[config.mk]
export PLATFORM = sky130hd
export DESIGN_NAME = ctrl_pipe
export DESIGN_NICKNAME = d
export VERILOG_FILES = /design/src/rtl/ctrl_pipe.sv
export SDC_FILE = /design/constraint.sdc
export NUM_CORES = 1
export LEC_CHECK = 0
export CAP_MARGIN = 15
export CORE_ASPECT_RATIO = 2
export CORE_UTILIZATION = 50
export CTS_CLUSTER_DIAMETER = 50
export DETAILED_ROUTE_END_ITERATION = 7
export PLACE_DENSITY = 0.85
export RECOVER_POWER = 50
export SETUP_SLACK_MARGIN = 0.1
export SLEW_MARGIN = 5
export SYNTH_ARGS = -nofsm -noshare
export SYNTH_HDL_FRONTEND = slang
export SYNTH_SLANG_ARGS = --single-unit
[constraint.sdc]
create_clock -name clk -period 3.8 [get_ports clk]
set_input_delay 0.38 -clock clk [delete_from_list [all_inputs] [get_ports clk]]
set_output_delay 0.38 -clock clk [all_outputs]
set_load 0.02 [all_outputs]
[src/rtl/ctrl_pipe.sv]
// Pipelined control unit for the 5-stage RV64 core: ID decode, ID/EX-EX/MEM-MEM/WB control
// registers, load-use hazard, branch flush, freeze handling. `CTRL_IALU_EN` enables I-ALU decode.
module ctrl_pipe #(
    parameter int unsigned REG_ADDR_W = 5,
    parameter int unsigned CNT_W      = 16
) (
    input  logic                  clk,
    input  logic                  rst_n,
    input  logic [6:0]            opcode_id,
    input  logic [REG_ADDR_W-1:0] rs1_id,
    input  logic [REG_ADDR_W-1:0] rs2_id,
    input  logic [REG_ADDR_W-1:0] rd_id,
    input  logic                  ext_stall,
    input  logic                  branch_taken_ex,
    output logic                  ex_branch,
    output logic                  ex_aluSrc,
    output logic [1:0]            ex_aluOp,
    output logic                  ex_memRead,
    output logic [REG_ADDR_W-1:0] ex_rd,
    output logic                  mem_memRead,
    output logic                  mem_memWrite,
    output logic [REG_ADDR_W-1:0] mem_rd,
    output logic                  wb_regWrite,
    output logic                  wb_memToReg,
    output logic [REG_ADDR_W-1:0] wb_rd,
    output logic                  pc_write,
    output logic                  ifid_write,
    output logic                  ifid_flush,
    output logic                  hazard_stall,
    output logic [CNT_W-1:0]      stall_cnt,
    output logic [CNT_W-1:0]      flush_cnt
);

    typedef struct packed {
        logic       branch;
        logic       memRead;
        logic       memToReg;
        logic [1:0] aluOp;
        logic       memWrite;
        logic       aluSrc;
        logic       regWrite;
    } ctrlBundle_t;

    localparam logic [6:0] OpLoad   = 7'b0000011;
    localparam logic [6:0] OpStore  = 7'b0100011;
    localparam logic [6:0] OpRType  = 7'b0110011;
    localparam logic [6:0] OpBranch = 7'b1100011;
`ifdef CTRL_IALU_EN
    localparam logic [6:0] OpIAlu   = 7'b0010011;
`endif

    // Decode
    ctrlBundle_t decCtrl;
    logic        decValid;
    logic        usesRs2;

    always_comb begin
        decCtrl  = '0;
        decValid = 1'b0;
        usesRs2  = 1'b0;
        case (opcode_id)
            OpLoad: begin
                decCtrl  = ctrlBundle_t'(8'b0_1_1_00_0_1_1);
                decValid = 1'b1;
            end
            OpStore: begin
                decCtrl  = ctrlBundle_t'(8'b0_0_0_00_1_1_0);
                decValid = 1'b1;
                usesRs2  = 1'b1;
            end
            OpRType: begin
                decCtrl  = ctrlBundle_t'(8'b0_0_0_10_0_0_1);
                decValid = 1'b1;
                usesRs2  = 1'b1;
            end
            OpBranch: begin
                decCtrl  = ctrlBundle_t'(8'b1_0_0_01_0_0_0);
                decValid = 1'b1;
                usesRs2  = 1'b1;
            end
`ifdef CTRL_IALU_EN
            OpIAlu: begin
                decCtrl  = ctrlBundle_t'(8'b0_0_0_11_0_1_1);
                decValid = 1'b1;
            end
`endif
            default: begin
                decCtrl  = '0;
                decValid = 1'b0;
                usesRs2  = 1'b0;
            end
        endcase
    end

    // Stage registers
    ctrlBundle_t           exCtrlQ, exCtrlD;
    logic [REG_ADDR_W-1:0] exRdQ, exRdD;
    logic                  memMemReadQ, memMemWriteQ, memMemToRegQ, memRegWriteQ;
    logic [REG_ADDR_W-1:0] memRdQ;
    logic                  wbRegWriteQ, wbMemToRegQ;
    logic [REG_ADDR_W-1:0] wbRdQ;
    logic [CNT_W-1:0]      stallCntQ, stallCntD;
    logic [CNT_W-1:0]      flushCntQ, flushCntD;

    logic loadUse;
    logic advance;
    logic idExBubble;
    logic stallInc;
    logic flushInc;

    assign loadUse = exCtrlQ.memRead && (exRdQ != '0) &&
                     ((exRdQ == rs1_id) || (usesRs2 && (exRdQ == rs2_id)));

    // Freeze beats flush beats load-use stall.
    always_comb begin
        pc_write     = 1'b1;
        ifid_write   = 1'b1;
        ifid_flush   = 1'b0;
        hazard_stall = 1'b0;
        advance      = 1'b1;
        idExBubble   = 1'b0;
        stallInc     = 1'b0;
        flushInc     = 1'b0;
        if (ext_stall) begin
            pc_write   = 1'b0;
            ifid_write = 1'b0;
            advance    = 1'b0;
        end else if (branch_taken_ex) begin
            ifid_flush = 1'b1;
            idExBubble = 1'b1;
            flushInc   = 1'b1;
        end else if (loadUse) begin
            pc_write     = 1'b0;
            ifid_write   = 1'b0;
            hazard_stall = 1'b1;
            idExBubble   = 1'b1;
            stallInc     = 1'b1;
        end
    end

    // Unrecognised opcodes become bubbles, rd included.
    always_comb begin
        if (idExBubble || !decValid) begin
            exCtrlD = '0;
            exRdD   = '0;
        end else begin
            exCtrlD = decCtrl;
            exRdD   = rd_id;
        end
    end

    always_comb begin
        stallCntD = stallCntQ;
        flushCntD = flushCntQ;
        if (stallInc && (stallCntQ != '1)) begin
            stallCntD = stallCntQ + CNT_W'(1);
        end
        if (flushInc && (flushCntQ != '1)) begin
            flushCntD = flushCntQ + CNT_W'(1);
        end
    end

    always_ff @(posedge clk or negedge rst_n) begin
        if (!rst_n) begin
            exCtrlQ      <= '0;
            exRdQ        <= '0;
            memMemReadQ  <= 1'b0;
            memMemWriteQ <= 1'b0;
            memMemToRegQ <= 1'b0;
            memRegWriteQ <= 1'b0;
            memRdQ       <= '0;
            wbRegWriteQ  <= 1'b0;
            wbMemToRegQ  <= 1'b0;
            wbRdQ        <= '0;
        end else if (advance) begin
            exCtrlQ      <= exCtrlD;
            exRdQ        <= exRdD;
            memMemReadQ  <= exCtrlQ.memRead;
            memMemWriteQ <= exCtrlQ.memWrite;
            memMemToRegQ <= exCtrlQ.memToReg;
            memRegWriteQ <= exCtrlQ.regWrite;
            memRdQ       <= exRdQ;
            wbRegWriteQ  <= memRegWriteQ;
            wbMemToRegQ  <= memMemToRegQ;
            wbRdQ        <= memRdQ;
        end
    end

    always_ff @(posedge clk or negedge rst_n) begin
        if (!rst_n) begin
            stallCntQ <= '0;
            flushCntQ <= '0;
        end else begin
            stallCntQ <= stallCntD;
            flushCntQ <= flushCntD;
        end
    end

    assign ex_branch    = exCtrlQ.branch;
    assign ex_aluSrc    = exCtrlQ.aluSrc;
    assign ex_aluOp     = exCtrlQ.aluOp;
    assign ex_memRead   = exCtrlQ.memRead;
    assign ex_rd        = exRdQ;
    assign mem_memRead  = memMemReadQ;
    assign mem_memWrite = memMemWriteQ;
    assign mem_rd       = memRdQ;
    assign wb_regWrite  = wbRegWriteQ;
    assign wb_memToReg  = wbMemToRegQ;
    assign wb_rd        = wbRdQ;
    assign stall_cnt    = stallCntQ;
    assign flush_cnt    = flushCntQ;

endmodule
### Word-level counts from Yosys, hierarchy flattened

Cells that the tools add are included.

* register bits: 61
* input port bits: 26
* output and inout bits: 60

* add/subtract/negate cells: 2
* equality and inequality tests: 8
* muxes and demuxes: 15
* reduce and logical (&&, ||, !) cells: 11

Operator list (count)
* $add A16 B1 Y16 const B: 2
* $ne A16 B16 Y1 const B: 2
* $pmux W8 S4: 1
* $eq A7 B6 Y1 const B: 2
* $mux W1: 12
* $eq A5 B5 Y1: 2
* $mux W8: 1
* $eq A7 B2 Y1 const B: 1
* $eq A7 B7 Y1 const B: 1
* $logic_and A1 B1 Y1: 5
* $mux W5: 1
* $reduce_bool A5 Y1: 1
* $reduce_or A4 Y1: 1
* $reduce_or A3 Y1: 1
* $logic_or A1 B1 Y1: 2
* $logic_not A1 Y1: 1

### Logic depth before layout (Yosys ltp)

* word-level depth: 11
* depth in mapped cells: 8
* depth with buffers taken out: 7

### Least setup slack after synthesis

OpenSTA, ideal clock, no wires.

* kind: register -> output
* start point: reg exRdQ[1], in the netlist ex_rd[1]
* end point: out pc_write
* arrival: 2.053 ns
* slack: 1.367 ns
* stages on the path, launching flop included: 7
* path through: dfrtp_1 > or4_1 > o221ai_2 > buf_2 > nor2_1 > nor2_1 > buf_4

* word-level cells in the longest chain between the ends: 7

Ends and longest elaborated chain
* start: declaration: line 97 `logic [REG_ADDR_W-1:0] exRdQ, exRdD;`
* start signal: assignment: line 177 `exRdQ <= exRdD;`
* $eq A5 B5 Y1: line 112 `((exRdQ == rs1_id) || (usesRs2 && (exRdQ == rs2_id)));`
* $logic_and A1 B1 Y1: line 112
* $logic_or A1 B1 Y1: line 112
* $logic_and A1 B1 Y1 *: line 111 `assign loadUse = exCtrlQ.memRead && (exRdQ != '0) &&`
* $mux W1 * (3 in series)
* end: declaration: line 26 `output logic pc_write,`

Every way passes the cells marked *; elsewhere a longest branch is shown, timed or not.

### Worst setup path in the final report

* start point: reg exRdQ[1], in the netlist ex_rd[1]
* end point: out ifid_write

* word-level cells in the longest chain between the ends: 7

Ends and longest elaborated chain
* $eq A5 B5 Y1: line 112
* $logic_and A1 B1 Y1: line 112
* $logic_or A1 B1 Y1: line 112
* $logic_and A1 B1 Y1 *: line 111
* $mux W1 *: line 132 `end else if (loadUse) begin`
* $mux W1 *: line 128 `end else if (branch_taken_ex) begin`
* $mux W1 *: line 124 `if (ext_stall) begin`
* end: declaration: line 27 `output logic ifid_write,`

Marked as above.

==> key figures <==
Synth
  – Post-Syn Nets: between 200 and 300
  – Yosys cell types: 36
  – Cell Area, Synth: approximately 0.0027 mm^2
  – Yosys reg bits: 58
  – Register area share after synthesis: 0.537
  – Post-synth EDFFs: 0
  – YS warnings: 0
  – Post-synth ARST share: 1.00
  – Mapped Avg Cell Area: around 11 um^2
  – Top_reg_cell synth: dfrtp_1
  – Post-Syn Instances: 238

STA
  – Worst Skew: 7.79 ps
  – Post-route minimum period: ~3000 ps
  – Post-route setup slack: ~770 ps
  – Setup TNS: 0 ps
  – Maximum clock rate: 0.330 GHz
  – Final setup fails: 0
  – Worst slew pin tran: about 1700 ps
  – Max Slew Vio Count: 34
  – Final period util: 0.799
  – Endpoints failing hold: 0
  – Max_slew headroom: -0.148
  – Unrepaired setup endpoints after global routing: false
  – Final hold slack: ~330 ps

Job
  – Total of max-cap violations: 1

Power
  – Pwr/cell area: between 400 and 500 mW/mm^2
  – Sequential power share: 0.434
  – VDD IR max: 0.000523 V
  – Pleak: between 1.5 and 2 nW
  – Switching power share of the total: 0.246
  – Combinational Power Share: 0.143
  – Clock group share of total power: 0.423
  – Final Power: 1.59 mW
  – Net Sw Power: just under 0.4 mW
  – Internal power: 1.20 mW

Drt
  – Met3 WL post-DR: ~350 um
  – Antenna violation net count after detailed routing: 0
  – Initial DRC Count: 34
  – Via Count: 2,129
  – DR DRC count: 0
  – WL met1: ~2.3 mm
  – Met2 wire length: about 3.1 mm
  – Vias per cell: between 5 and 6
  – Pre-antenna DRT Iters: 4
  – WL per Instance: 15.1 um
  – Routed WL: 5.87 mm
  – Top layer in use: met4

Placement
  – Cell Area, Placed: between 0.003 and 0.004 mm^2
  – Placed insts: 373
  – DP HPWL: roughly 4.4 mm
  – Final Wtd Congestion: ~0.77
  – Dpl ws: about 800 ps
  – IO buf count: 85

Floorplan
  – Die Ht: 106 um
  – Area of the die: around 0.0057 mm^2
  – Die W: roughly 54 um
  – Core ar.: between 0.005 and 0.006 mm^2
  – Initial cell density of the core: 0.521
  – IO Count: 86
  – Row count: 37

Clocking
  – Clk_lat worst skew: around 340 ps
  – CTS buffer count: 9
  – H-tree Lvls: 3
  – Setup Buffers After CTS: 0
  – CTS root buf: clkbuf_8
  – Max Root-Sink Buffers: 2
  – Clock slew at reported path FFs: 60 ps
  – Sink Count: between 50 and 60
  – Post-CTS resize count: 0
  – Hold Buf Count CTS: 0
  – CTS tree: done

Critical path
  – Register-to-Register Path Depth: 5
  – Worst reg2reg startpoint: ex_rd[1]$_DFFE_PN0N_
  – Reg2Reg Setup Slack: 1360 ps
  – Critical path type: reg2out
  – Crit. End Element: output pin
  – Start point of the critical path: ex_rd[1]$_DFFE_PN0N_
  – Crit path max fanout: 11
  – Critical Path AT: 2650 ps
  – CP Launch Type: register
  – CP required: 3420 ps

Status
  – Status: finished with violations
  – Failing checks: max-capacitance violations, max-slew violations

Final layout
  – Ratio of cells with drive above 1 in the final layout: 0.112
  – N_diodes: 0
  – Commonest cells after routing, fill and taps aside: 60 x clkdlybuf4s50_1, 58 x dfrtp_1, 27 x xor2_1, 24 x dlygate4sd3_1, 22 x nand2_1
  – Most common cell after layout, fill and taps aside: clkdlybuf4s50_1
  – Design Area, Final: around 0.0038 mm^2
  – NumNets Final: roughly 350
  – Final core utilization: 0.734
  – Filler instances: about 380
  – Synth-to-Final Area Change: 40.9%
  – Fin cells: a little under 400

GRT
  – GRT Util Overall: 0.230
  – Global-route wire length before repair: about 9.5 mm
  – Initial antenna violation count: 0
  – Largest net degree at the start of global routing: 34
  – GRT overflow: 0
  – Vias in the first global route: about 2,000

Worst hold path
  – Worst min path class: in2async
==> kinds of logic after synthesis <==
kind of cell,after synthesis,share of synthesized area
DFF,58,0.537
xor gates and xnor gates,39,0.126
buffers and inverters,14,0.0273
muxes,17,0.0709
AOI/OAI and AO/OA,16,0.0496
and+or+nand+nor,92,0.179
adders and majority gates,2,0.00926
==> power by group through the flow <==
stage / registers [mW] / clock network [mW] / logic [mW]
after CTS: 0.691 / 0.689 / 0.232
after global placement: 0.701 / 0 / 0.225
after floorplan: 0.733 / 0 / 0.0694
final: 0.690 / 0.674 / 0.227
after global routing: 0.696 / 0.714 / 0.251
after detailed placement: 0.703 / 0 / 0.232
==> worst paths after layout <==
check | endpoint
hold / removal | flush_cnt[9]$_DFFE_PN0P_
max in group asynchronous | stall_cnt[10]$_DFFE_PN0P_
hold reg to reg | exCtrlQ[2]$_DFFE_PN0N_
setup reg to reg | ex_memRead$_DFFE_PN0N_
setup / recovery | ifid_write
min in group clk | exCtrlQ[2]$_DFFE_PN0N_
==> layout make-up <==
cell class	instances	area [um^2]	area share
sequential	58	1450	0.381
multi-input combinational	166	1180	0.309
timing repair buffer	88	860	0.226
clock buffer	11	131	0.0345
clock inverter	5	103	0.0270
tap	58	72.6	0.0191
inverter	3	11.3	0.00296
==> metal layers <==
layer	vias to the layer above	track usage
met2	84	0.389
met5	-	0
met3	12	0.0787
met1	1021	0.248
li1	1012	-
met4	0	0.0989
==> cells in the mapped netlist (5+ instances only) <==
cell type | number | area [um^2]
mux2_2 | 17 | 191
xor2_1 | 27 | 236
nor4_1 | 5 | 31.3
clkbuf_1 | 5 | 18.8
nand3_1 | 12 | 60.1
nor2_1 | 11 | 41.3
xnor2_1 | 12 | 105
a22o_1 | 5 | 43.8
dfrtp_1 | 58 | 1450
nor3_1 | 16 | 80.1
nand2_1 | 22 | 82.6
nand4_1 | 9 | 56.3
==> critical path, cell delays in order, from the launching register on <==
cell             delay [ps]
dfrtp_1                 460
or4_1                   570
o221ai_2                450
nor2_1                   80
nor2_1                  140
clkdlybuf4s50_1         630
==> sequential cells by signal (all words and copies together), names as in the netlist <==
signal / cells
ex_rd: 5
flush_cnt: 16
stall_cnt: 16
ex_aluOp: 2
wb_regWrite: 1
ex_aluSrc: 1
memRegWriteQ: 1
exCtrlQ: 2
mem_memRead: 1
wb_memToReg: 1
mem_rd: 5
wb_rd: 5
ex_memRead: 1
mem_memWrite: 1
Note: power is estimated with default switching activity, not from simulation.
